===== src/rtl/rx_pkg.sv =====
// Shared encodings for the PCIe RX-to-OCP sequencer: register load codes, operation types,
// TLP fmt/type constants and the sequencer state enum.
package rx_pkg;

  localparam int unsigned AXI_WIDTH  = 64;
  localparam int unsigned KEEP_WIDTH = AXI_WIDTH / 8;

  typedef enum logic [2:0] {
    OCP_IDLE  = 3'd0,
    OCP_H1    = 3'd1,
    OCP_H2    = 3'd2,
    OCP_DATA3 = 3'd3,
    OCP_DATA4 = 3'd4
  } ocp_reg_ctl_e;

  typedef enum logic [1:0] {
    OP_NONE  = 2'd0,
    OP_READ  = 2'd1,
    OP_WRITE = 2'd2,
    OP_UNSUP = 2'd3
  } optype_e;

  localparam logic [1:0] FMT_3DW_NODATA = 2'b00;
  localparam logic [1:0] FMT_4DW_NODATA = 2'b01;
  localparam logic [1:0] FMT_3DW_DATA   = 2'b10;
  localparam logic [1:0] FMT_4DW_DATA   = 2'b11;
  localparam logic [4:0] TYPE_MEM       = 5'b00000;

  typedef enum logic [2:0] {
    StHdr1,
    StHdr2,
    StData,
    StCpl,
    StDrain
  } state_e;

endpackage


===== src/rtl/rx_tlp_sequencer_if.sv =====
// RX beat stream, OCP backpressure and completion-header FIFO handshake bundle.
// master: the upstream/environment side; slave: the sequencer.
interface rx_tlp_sequencer_if #(
  parameter int unsigned AXI_WIDTH  = 64,
  parameter int unsigned KEEP_WIDTH = AXI_WIDTH / 8
);
  logic                  rx_valid;
  logic [AXI_WIDTH-1:0]  rx_data;
  logic [KEEP_WIDTH-1:0] rx_keep;
  logic                  rx_last;
  logic                  rx_ready;
  logic                  tx_header_fifo_ready;
  logic                  tx_header_fifo_valid;
  logic                  ocp_ready;
  logic [2:0]            ocp_reg_ctl;
  logic [1:0]            optype;
  logic                  tlp_error;

  modport master (
    output rx_valid, rx_data, rx_keep, rx_last, tx_header_fifo_ready, ocp_ready,
    input  rx_ready, tx_header_fifo_valid, ocp_reg_ctl, optype, tlp_error
  );

  modport slave (
    input  rx_valid, rx_data, rx_keep, rx_last, tx_header_fifo_ready, ocp_ready,
    output rx_ready, tx_header_fifo_valid, ocp_reg_ctl, optype, tlp_error
  );
endinterface


===== src/rtl/rx_tlp_decode.sv =====
// Combinational decode of TLP header DW0 into operation type, 4DW-header flag and
// an 11-bit payload length (a length field of 0 encodes 1024 DWs).
module rx_tlp_decode import rx_pkg::*; (
  input  logic [31:0] i_dw0,
  output optype_e     o_optype,
  output logic        o_is_4dw,
  output logic [10:0] o_len
);
  logic [1:0] w_fmt;
  logic [4:0] w_type;
  logic [9:0] w_len;
  logic       w_unused_bits;

  assign w_fmt         = i_dw0[30:29];
  assign w_type        = i_dw0[28:24];
  assign w_len         = i_dw0[9:0];
  assign w_unused_bits = ^{i_dw0[31], i_dw0[23:10]};

  always_comb begin
    o_optype = OP_UNSUP;
    if (w_type == TYPE_MEM) begin
      unique case (w_fmt)
        FMT_3DW_NODATA, FMT_4DW_NODATA: o_optype = OP_READ;
        FMT_3DW_DATA,   FMT_4DW_DATA:   o_optype = OP_WRITE;
        default:                        o_optype = OP_UNSUP;
      endcase
    end
  end

  assign o_is_4dw = (w_fmt == FMT_4DW_NODATA) || (w_fmt == FMT_4DW_DATA);
  assign o_len    = (w_len == 10'd0) ? 11'd1024 : {1'b0, w_len};

endmodule


===== src/rtl/rx_tlp_sequencer.sv =====
// Sequences 64-bit RX TLP beats into the OCP header/data registers, counts payload DWs
// against rx_last, hands read headers to the completion FIFO and drains unsupported TLPs.
module rx_tlp_sequencer import rx_pkg::*; #(
  parameter int unsigned AXI_WIDTH = 64
) (
  input logic                rx_clk,
  input logic                rx_reset,
  rx_tlp_sequencer_if.slave  bus
);
  state_e       r_state;
  optype_e      r_optype;
  logic         r_is_4dw;
  logic [10:0]  r_len;
  logic [10:0]  r_remaining;
  logic         r_tlp_error;

  logic         w_xfer;
  logic         w_rx_ready;
  ocp_reg_ctl_e w_ocp_reg_ctl;
  optype_e      w_dec_optype;
  logic         w_dec_is_4dw;
  logic [10:0]  w_dec_len;
  logic [10:0]  w_rem_3dw;
  logic         w_exp_last;
  logic [10:0]  w_rem_next;
  logic         w_unused_bits;

  rx_tlp_decode u_decode (
    .i_dw0    (bus.rx_data[31:0]),
    .o_optype (w_dec_optype),
    .o_is_4dw (w_dec_is_4dw),
    .o_len    (w_dec_len)
  );

  assign w_unused_bits = ^{bus.rx_keep, bus.rx_data[AXI_WIDTH-1:32]};
  assign w_xfer        = bus.rx_valid && w_rx_ready;
  // The HDR2 beat of a 3DW write already carries the first payload DW.
  assign w_rem_3dw     = r_len - 11'd1;
  assign w_exp_last    = (r_remaining <= 11'd2);
  assign w_rem_next    = w_exp_last ? 11'd0 : (r_remaining - 11'd2);

  always_comb begin
    w_rx_ready = 1'b0;
    if (!rx_reset) begin
      unique case (r_state)
        StHdr1:         w_rx_ready = 1'b1;
        StHdr2, StData: w_rx_ready = bus.ocp_ready;
        StCpl:          w_rx_ready = 1'b0;
        StDrain:        w_rx_ready = 1'b1;
        default:        w_rx_ready = 1'b0;
      endcase
    end
  end

  always_comb begin
    w_ocp_reg_ctl = OCP_IDLE;
    if (w_xfer) begin
      unique case (r_state)
        StHdr1:  w_ocp_reg_ctl = OCP_H1;
        StHdr2:  w_ocp_reg_ctl = OCP_H2;
        StData:  w_ocp_reg_ctl = r_is_4dw ? OCP_DATA4 : OCP_DATA3;
        default: w_ocp_reg_ctl = OCP_IDLE;
      endcase
    end
  end

  always_ff @(posedge rx_clk) begin
    if (rx_reset) begin
      r_state     <= StHdr1;
      r_optype    <= OP_NONE;
      r_is_4dw    <= 1'b0;
      r_len       <= 11'd0;
      r_remaining <= 11'd0;
      r_tlp_error <= 1'b0;
    end else begin
      r_tlp_error <= 1'b0;
      unique case (r_state)
        StHdr1: begin
          if (w_xfer) begin
            r_optype <= w_dec_optype;
            r_is_4dw <= w_dec_is_4dw;
            r_len    <= w_dec_len;
            if (bus.rx_last) begin
              r_tlp_error <= 1'b1;
            end else if (w_dec_optype == OP_UNSUP) begin
              r_state <= StDrain;
            end else begin
              r_state <= StHdr2;
            end
          end
        end
        StHdr2: begin
          if (w_xfer) begin
            if (r_optype == OP_READ) begin
              if (bus.rx_last) begin
                r_state <= StCpl;
              end else begin
                r_state     <= StDrain;
                r_tlp_error <= 1'b1;
              end
            end else if (r_is_4dw) begin
              r_remaining <= r_len;
              if (bus.rx_last) begin
                r_state     <= StHdr1;
                r_tlp_error <= 1'b1;
              end else begin
                r_state <= StData;
              end
            end else begin
              r_remaining <= w_rem_3dw;
              if (w_rem_3dw == 11'd0) begin
                r_state     <= bus.rx_last ? StHdr1 : StDrain;
                r_tlp_error <= !bus.rx_last;
              end else begin
                r_state     <= bus.rx_last ? StHdr1 : StData;
                r_tlp_error <= bus.rx_last;
              end
            end
          end
        end
        StData: begin
          if (w_xfer) begin
            r_remaining <= w_rem_next;
            if (w_exp_last) begin
              r_state     <= bus.rx_last ? StHdr1 : StDrain;
              r_tlp_error <= !bus.rx_last;
            end else if (bus.rx_last) begin
              r_state     <= StHdr1;
              r_tlp_error <= 1'b1;
            end
          end
        end
        StCpl: begin
          if (bus.tx_header_fifo_ready) begin
            r_state <= StHdr1;
          end
        end
        StDrain: begin
          if (w_xfer && bus.rx_last) begin
            r_state <= StHdr1;
          end
        end
        default: r_state <= StHdr1;
      endcase
    end
  end

  assign bus.rx_ready             = w_rx_ready;
  assign bus.ocp_reg_ctl          = w_ocp_reg_ctl;
  assign bus.tx_header_fifo_valid = (r_state == StCpl);
  assign bus.optype               = r_optype;
  assign bus.tlp_error            = r_tlp_error;

endmodule


===== src/flat_wrapper.sv =====
// flat-port wrapper written by rule: the top's interface ports become plain ports
module rx_tlp_sequencer_flat import rx_pkg::*;
#(
  parameter int unsigned AXI_WIDTH = 64
)
  (rx_clk, rx_reset, bus_rx_valid, bus_rx_data, bus_rx_keep, bus_rx_last, bus_tx_header_fifo_ready, bus_ocp_ready, bus_rx_ready, bus_tx_header_fifo_valid, bus_ocp_reg_ctl, bus_optype, bus_tlp_error);
  rx_tlp_sequencer_if #(.AXI_WIDTH(AXI_WIDTH), .KEEP_WIDTH(8)) bus_i ();
  input logic rx_clk;
  input logic rx_reset;
  input wire logic [$bits(bus_i.rx_valid)-1:0] bus_rx_valid;
  input wire logic [$bits(bus_i.rx_data)-1:0] bus_rx_data;
  input wire logic [$bits(bus_i.rx_keep)-1:0] bus_rx_keep;
  input wire logic [$bits(bus_i.rx_last)-1:0] bus_rx_last;
  input wire logic [$bits(bus_i.tx_header_fifo_ready)-1:0] bus_tx_header_fifo_ready;
  input wire logic [$bits(bus_i.ocp_ready)-1:0] bus_ocp_ready;
  output wire logic [$bits(bus_i.rx_ready)-1:0] bus_rx_ready;
  output wire logic [$bits(bus_i.tx_header_fifo_valid)-1:0] bus_tx_header_fifo_valid;
  output wire logic [$bits(bus_i.ocp_reg_ctl)-1:0] bus_ocp_reg_ctl;
  output wire logic [$bits(bus_i.optype)-1:0] bus_optype;
  output wire logic [$bits(bus_i.tlp_error)-1:0] bus_tlp_error;
  assign bus_i.rx_valid = bus_rx_valid;
  assign bus_i.rx_data = bus_rx_data;
  assign bus_i.rx_keep = bus_rx_keep;
  assign bus_i.rx_last = bus_rx_last;
  assign bus_i.tx_header_fifo_ready = bus_tx_header_fifo_ready;
  assign bus_i.ocp_ready = bus_ocp_ready;
  assign bus_rx_ready = bus_i.rx_ready;
  assign bus_tx_header_fifo_valid = bus_i.tx_header_fifo_valid;
  assign bus_ocp_reg_ctl = bus_i.ocp_reg_ctl;
  assign bus_optype = bus_i.optype;
  assign bus_tlp_error = bus_i.tlp_error;
  rx_tlp_sequencer #(.AXI_WIDTH(AXI_WIDTH)) u_core (.rx_clk(rx_clk), .rx_reset(rx_reset), .bus(bus_i));
endmodule

===== config.mk =====
export PLATFORM = sky130hd
export DESIGN_NAME = rx_tlp_sequencer_flat
export DESIGN_NICKNAME = d
export VERILOG_FILES = /design/src/rtl/rx_pkg.sv /design/src/rtl/rx_tlp_sequencer_if.sv /design/src/rtl/rx_tlp_decode.sv /design/src/rtl/rx_tlp_sequencer.sv /design/src/flat_wrapper.sv
export SDC_FILE = /design/constraint.sdc
export NUM_CORES = 1
export LEC_CHECK = 0
export ABC_AREA = 1
export BUFFER_PORTS_ARGS = -buffer_cell sky130_fd_sc_hd__buf_2
export CAP_MARGIN = 0
export CORE_MARGIN = 5
export CORE_UTILIZATION = 44
export DETAILED_ROUTE_END_ITERATION = 12
export PLACE_DENSITY_LB_ADDON = 0.12
export REMOVE_ABC_BUFFERS = 1
export SLEW_MARGIN = 20
export SYNTH_ARGS = -nofsm -noshare
export SYNTH_HDL_FRONTEND = slang
export SYNTH_HIERARCHICAL = 1
export SYNTH_SLANG_ARGS = --single-unit

===== constraint.sdc =====
create_clock -name rx_clk -period 2.5 [get_ports rx_clk]
set_clock_uncertainty 0.15 [all_clocks]
set_input_delay 0.25 -clock rx_clk [delete_from_list [all_inputs] [get_ports rx_clk]]
set_output_delay 0.25 -clock rx_clk [all_outputs]
set_load 0.01 [all_outputs]

==> run summary, run 1 <==
The register-to-register setup slack was 30 ps; the die area was 6500 um2. The number of endpoints with negative hold slack in the final report was 0. The top-level port count was 86; the hold-critical path depth was 2. The kind of critical path is flip-flop to flip-flop. Post-route worst hold slack: 70.7 ps. Global routing finished with a remaining overflow of 0. The post-detailed-route DRC marker count was 0. Synthesis instantiated 32 different standard cells from the library. The floorplan core area is 4790 um2.

The startpoint identified for the worst hold timing path is rx_reset. The total power density per cell area is 1130 nW/um2, and the number of clock buffers inserted by TritonCTS is 5. Type of element capturing the critical path: a flip-flop. The via count was 2261; the hold buffer count at cts was 0. Clock-pin slew was measured on the worst setup and hold paths at 70 ps. On the critical path, the stage with the largest delay is an instance of sky130_fd_sc_hd__dfxtp_2. The run gives 0.473 mV as the maximum vdd ir drop. For this run, the register share of the synthesized area comes to 26.5%. The tools report the number of inserted diodes as 0. Most frequent standard cell in the layout excluding fill and tap cells: sky130_fd_sc_hd__nand2_1. The signed area change from the synthesized netlist to the final layout came out at 19.5%.

The logs give 450 for the final cell count without fillers and 0 for the number of antenna violations at the first check in global routing. The path class of the tightest hold or removal check is primary input to flip-flop. The number of storage elements in the synthesis netlist was 29.

Dividing the detail-routed via count by the number of cells gives 5.02. After detailed routing, the average wire length per cell comes to 12.0 um. The tree is rooted in a sky130_fd_sc_hd__clkbuf_8. No sink is reached through more buffers than the 2 on the longest clock path. Beginning of the worst register-to-register path: u_core/r_len[1]. For the mapped cell area, the log shows 2190 um2. The final max-slew violation count is 0, and the via count of the first global-routing pass is 2019.

Layout net count: 467. The logs give 2570 ps for the data required time of the worst path and 0.404 GHz for the top achievable clock speed. Once the floorplan was initialized, standard cells occupied 45.8% of the core. The final critical path takes up 98.9% of the cycle. The final critical delay including setup and external delays was 2470 ps; the top fanout value on the critical path was 3. The number of failing setup endpoints in the final timing report was 0; the wire length of the first global-routing pass was 9.17 mm. At the end of routability-driven placement, the weighted congestion stood at 0.880. In the layout the commonest cells are 52 x sky130_fd_sc_hd__nand2_1, 49 x sky130_fd_sc_hd__nor2_1, 41 x sky130_fd_sc_hd__inv_1, 31 x sky130_fd_sc_hd__o21ai_0, 30 x sky130_fd_sc_hd__buf_2. In this run the critical register-to-register path is captured at u_core/r_state[2].

For this run, the number of Yosys warnings is 6. In the final layout, the share of cells above drive strength 1 is 23.0%. The remaining antenna violation count came out at 0. Entering global routing, the biggest net connects 29 pins. The horizontal die dimension works out to 80.6 um. The tools report the global-route usage over all layers as 17.8%.

The critical path runs through a total of 16 cells. At the later pin of the worst-skew pair, clock insertion delay measures 280 ps. The family with the most delay on the worst path is simple AND/OR/NAND/NOR gates. Counting every instance in the synthesized netlist gives 346.

The number of buffers and inverters on the critical path is 3. Once placement completed, the tool counted placed cells totaling 436. The violation count after the first detailed-routing iteration came out at 137.

The tool flagged a number of max-cap violations equal to 0. The storage element area was 584 um2. The number of iterations in the first detailed-routing pass was 4; the tightest slew margin relative to the limit was 62.7%. TritonCTS built the clock tree. Setup repair after global routing could not meet its margin everywhere. The y dimension of the die was 80.6 um. The average cell area after synthesis was 6.34 um2; the detailed-placement wirelength estimate was 4.04 mm. STA classifies the critical path startpoint as a flip-flop. Counting cells, the worst reg-to-reg path comes to 16. The flow ran to the end, and the final reports show no timing, DRC or antenna violations.

Summed over all cells, the static leakage comes to 1.22 nW. The worst hold path terminates at u_core/r_remaining[0]. The count of port buffers added during placement works out to 30. Traced cell by cell, the critical path runs through inv_2 -> ha_4 -> nand4_1 -> buf_4 -> nor2_1 -> xor2_1 -> buf_4 -> nand4_1 -> nor2_1 -> ha_1 -> nand2_1 -> o21ai_1 -> nand3_1 -> nand3_1 -> nand4_1 -> a21oi_1.

In this run the number of H-tree levels came out at 2. The site row count was 25; the slew at the pin closest to its max-slew limit was 559 ps. The tools report the number of sinks driven by the clock tree as 29. Counting the fill cells in the layout gives 518. For the final routed database, the setup TNS stands at 0 ps. The tools report the total wire length after detailed routing as 5.39 mm. For the multi-input logic area, the log shows 1400 um2. At the worst endpoint, the arrival time is 2540 ps. The most frequent cell on the critical path was sky130_fd_sc_hd__nand4_1. For this run, the slowest stage of the critical path takes 330 ps.
where the power goes:
group          total [mW]  internal [mW]  switching [mW]  leakage [nW]
Combinational        1.92          0.779            1.14         0.935
Sequential          0.676          0.571           0.105         0.238
Clock               0.375          0.193           0.183        0.0450
Total                2.97           1.54            1.43          1.22
Yosys cell counts, drive strengths merged:
library cell / number / area [um2]
ha: 7 / 87.6
nor3: 5 / 25.0
o21bai: 2 / 15.0
nand3: 19 / 130
buf: 6 / 42.5
o31ai: 1 / 7.51
inv: 46 / 173
nor2: 54 / 210
a21oi: 31 / 170
xor2: 8 / 70.1
nand2: 57 / 239
o21ai: 38 / 190
or2: 1 / 6.26
nor2b: 1 / 6.26
xnor2: 4 / 35.0
nand4: 15 / 93.8
clkbuf: 14 / 53.8
dfxtp: 29 / 581
o211ai: 6 / 45.0
o22ai: 1 / 6.26
nor4: 1 / 6.26
cell type report:
type | instances | area share [%]
repair buffers | 49 | 11.3
flip-flops and latches | 29 | 22.3
well taps | 67 | 3.20
inverters | 46 | 6.59
clock buffers | 6 | 2.77
multi-input cells | 251 | 53.5
clock inverters | 2 | 0.382
flip-flops by register name, indices dropped and copies added, names as in the netlist:
signal	flops
u_core/r_len	11
u_core/r_remaining	11
u_core/r_is_4dw	1
u_core/r_state	3
u_core/bus.tlp_error	1
u_core/bus.optype	2
how the worst max path moves through the flow:
stage	startpoint	end
after global routing	u_core/r_len[1]	u_core/r_state[2]
after floorplan	u_core/r_len[0]	u_core/bus.tlp_error
after CTS	u_core/r_len[1]	u_core/bus.tlp_error
after global placement	u_core/r_len[1]	u_core/bus.tlp_error
final	u_core/r_len[1]	u_core/r_state[2]
after detailed placement	u_core/r_len[0]	u_core/bus.tlp_error
through the flow:
stage	setup WS [ps]	instance area [um2]	utilization, %	power [mW]
after floorplan	45.8	2100	-	1.93
after global placement	-43.7	2430	50.7	2.39
after detailed placement	-70.1	2430	50.7	2.40
after CTS	13.0	2570	53.8	2.89
after global routing	-141	2620	54.8	3.28
final	27.8	2620	54.8	2.97
per-layer routing:
layer  GRT usage [%]  vias up  wire, um
li1                -     1205         -
met1            25.1     1000      2640
met2            27.2       47      2400
met3            2.80        9       270
met4            6.59        0        89
met5               0        -         0
cells by family after synthesis:
kind of cell,after synthesis,share of synthesized area [%]
AO/OA/AOI/OAI,79,19.8
XOR/XNOR,12,4.79
adder cells (fa/ha/maj),7,3.99
buffers and inverters,66,12.3
flip-flops,29,26.5
AND/OR/NAND/NOR,153,32.7
what timing repair did:
action	4_1_cts	5_1_grt
setup endpoints to repair	1	4
buffers inserted	4	2
gates resized for setup	13	10
pin swaps	10	13
(Power assumes the default switching activity.)
==> run 2, diff against run 1 <==
--- a/config.mk
+++ b/config.mk
@@ -12,7 +12,6 @@
 export CORE_UTILIZATION = 44
 export DETAILED_ROUTE_END_ITERATION = 12
 export PLACE_DENSITY_LB_ADDON = 0.12
-export REMOVE_ABC_BUFFERS = 1
 export SLEW_MARGIN = 20
 export SYNTH_ARGS = -nofsm -noshare
 export SYNTH_HDL_FRONTEND = slang
==> run summary, run 2 (synthesis gave the netlist of run 1 again) <==
The run finished with clean final reports. The layout cell share with drive strength beyond 1 is 24.8% (+1.8 points). The floorplan core area is 4790 um2 (unchanged), and the clock transition at the register clock pins on the worst setup and hold paths after CTS is 70 ps (about the same). The final max-slew violation count was 0 (unchanged); the signed area change from the synthesized netlist to the final layout was 22.6%. Storage element area: 583 um2 (-0.21%).

For the maximum vdd ir drop, the log shows 0.450 mV (-5.0%). The layout net count is 471 (+0.86%). The post-detailed-route wirelength per cell is 12.3 um (+2.6%). The share of the clock period used by the worst path after layout is 98.9% (about the same).

The path class of the tightest hold or removal check is primary input to flip-flop. Worst setup path startpoint: u_core/r_len[1]. The initial cell density of the core was 45.8% (unchanged).

The top cell types in the final layout, fill and taps aside, are 52 x sky130_fd_sc_hd__nand2_1, 50 x sky130_fd_sc_hd__nor2_1, 41 x sky130_fd_sc_hd__inv_1, 30 x sky130_fd_sc_hd__buf_2, 29 x sky130_fd_sc_hd__o21ai_0. The post-detailed-route DRC marker count came out at 0 (unchanged). The logs give 86 (unchanged) for the top-level port count and 4 (unchanged) for the number of iterations in the first detailed-routing pass. Clock tree synthesis selected as its root buffer the cell sky130_fd_sc_hd__clkbuf_8.

The worst setup path is of the flip-flop to flip-flop kind. The horizontal die dimension works out to 80.6 um (unchanged). The run gives 0 (unchanged) as the number of endpoints with negative hold slack in the final report.

Setup repair after global routing could not meet its margin everywhere. For the via count of the first global-routing pass, the log shows 2159 (+6.9%). The most critical setup path has its endpoint at u_core/bus.tlp_error. Die area: 6500 um2 (unchanged). The worst setup path is captured at a flip-flop.

The filler cell count in the final layout was 468 (-9.7%). The sort of element at the start of the critical path was a flip-flop. Detailed-placement wirelength estimate: 4.18 mm (+3.3%). The slowest stage of the critical path belongs to the cell sky130_fd_sc_hd__dfxtp_2. The total power is 3.15 mW (+6.1%). The total wire length after detailed routing is 5.59 mm (+3.5%). Leaving out fill and tap cells, the most frequent cell in the layout is sky130_fd_sc_hd__nand2_1. The tools report the wire length of the first global-routing pass as 9.40 mm (+2.5%). The final standard cell area without fillers was 2690 um2 (+2.6%); the global-route congestion overflow total was 0 (unchanged). The total power density per cell area was 1170 nW/um2 (+3.4%). For the deepest clock path buffer count, the log shows 2 (unchanged).

TritonCTS built the clock tree. The critical path depth was 14 (-2); the slew at the pin closest to its max-slew limit was 554 ps (-5.22 ps). The register-to-register setup slack came out at 30 ps (about the same).

The logs give 0 (unchanged) for the hold buffer count at cts and 18.5% (+0.64 points) for the global-route usage over all layers. The logs give 2 (unchanged) for the CTS H-tree depth and 1.25 nW (+2.3%) for the static leakage. The routability congestion estimate from global placement is 0.884 (+0.53%). Data required time of the worst path: 2520 ps (-50 ps). Walking the worst path, the cells encountered are inv_2 -> ha_4 -> nand4_1 -> buf_4 -> xor2_2 -> nand3_2 -> nor3_2 -> nand4_1 -> ha_1 -> or2_4 -> a21oi_2 -> nor2_1 -> a21oi_2 -> nor3_2. Buffers plus inverters on the worst setup path: 2 (-1). The final critical delay including setup and external delays was 2470 ps (+1.32 ps); the critical path arrival was 2500 ps (-40 ps). The smallest setup slack after layout was 26.5 ps (-1.32 ps); the depth of the worst register-to-register path was 14 (-2).

The clock latency on the worst-skew pair is 290 ps (about the same). Synthesis produced a netlist with a net count of 431. The top fanout value on the critical path came out at 3 (unchanged). The logs give 0 (unchanged) for the number of failing setup endpoints in the final timing report and 0 (unchanged) for the remaining antenna violation count. The run gives 25 (unchanged) as the site row count.

For the violation count after the first detailed-routing iteration, the log shows 156 (+14%). The logs give 29 (unchanged) for the maximum number of pins on one net before global-route repair and 0 (unchanged) for the number of inserted diodes. The utilization after layout was 56.2% (+1.4 points); the number of sinks driven by the clock tree was 29 (unchanged). The tools report the top achievable clock speed as 0.404 GHz (about the same).

Number of antenna violations at the first check in global routing: 0 (unchanged). The worst register-to-register path ends at u_core/bus.tlp_error. The y dimension of the die was 80.6 um (unchanged). Count of port buffers added during placement: 30 (unchanged). The number of clock buffers inserted by TritonCTS came out at 5 (unchanged). The peak per-stage delay on the critical path is 330 ps (about the same), and the via count is 2305 (+1.9%). The family with the most delay on the worst path was simple AND/OR/NAND/NOR gates. In the final layout, the registers with the most flip-flops are u_core/r_len: 11 flops, u_core/r_remaining: 11 flops, u_core/r_state: 3 flops.

The tightest slew margin relative to the limit is 63.0% (+0.35 points). The mean number of vias per cell is 5.08 (+1.0%). The number of maximum-capacitance constraint violations came out at 0 (unchanged). The placed instance area came out at 2450 um2 (+0.93%).

The beginning of the worst register-to-register path is u_core/r_len[1]. For the multi-input logic area, the log shows 1430 um2 (+1.8%). The pre-CTS worst setup slack was -96.1 ps (-26.0 ps).
run 2: changes by cell type in the layout (fill, tap and decap cells not counted), moves of 2 or more:
cell and delta:
sky130_fd_sc_hd__o21ai_0 -2, sky130_fd_sc_hd__clkbuf_8 +2, sky130_fd_sc_hd__buf_4 +5, sky130_fd_sc_hd__nor2_2 -2
run 2: layout make-up:
type,count,area share (%)
clock buffers,7,3.58
clock inverters,1,0.186
inverters,46,6.42
multi-input cells,251,53.0
flip-flops and latches,29,21.7
well taps,67,3.12
repair buffers,53,12.0
run 2: where the power goes:
group	switching, mW	total, mW	internal [mW]
clock network	0.189	0.437	0.249
registers	0.109	0.679	0.570
logic	1.19	2.03	0.842
run 2: metrics by stage:
stage	cells	hold WS (ps)	setup TNS (ps)
6_report	454	90.0	0
3_3_place_gp	439	310	-91.3
5_1_grt	454	95.5	-299
4_1_cts	450	80.1	-118
3_5_place_dp	439	317	-96.1
2_1_floorplan	346	162	0
run 2: worst min-delay path by stage:
| stage | slack, ps | cells past startpoint | endpoint | startpoint |
|---|---|---|---|---|
| final | 90 | 2 | u_core/r_remaining[0] | rx_reset |
| after global placement | 310 | 2 | u_core/r_remaining[0] | u_core/r_remaining[0] |
| after detailed placement | 320 | 2 | u_core/r_remaining[0] | u_core/r_remaining[0] |
| after CTS | 80 | 2 | u_core/r_remaining[0] | rx_reset |
| after global routing | 100 | 2 | u_core/r_remaining[0] | rx_reset |
| after floorplan | 160 | 1 | u_core/r_remaining[0] | rx_reset |
run 2: layer usage:
layer | GRT usage [%] | wire, um | vias to the layer above
li1 | - | - | 1208
met1 | 24.3 | 2700 | 1022
met2 | 29.3 | 2500 | 70
met3 | 4.71 | 316 | 5
met4 | 6.08 | 65 | 0
met5 | 0 | 0 | -
run 2: worst reg2reg max path: cells and delay by family, from the launching register on:
family | cells | cell delay, ps
simple gates | 7 | 820
xor+xnor | 1 | 150
flops | 1 | 330
compound gates | 2 | 260
buf+inv | 2 | 240
fa+ha+maj | 2 | 420
run 2: what timing repair did:
action	CTS	global route
setup buffers	3	4
endpoints found under the setup margin	1	4
resized for setup	7	21
pin swaps	10	18
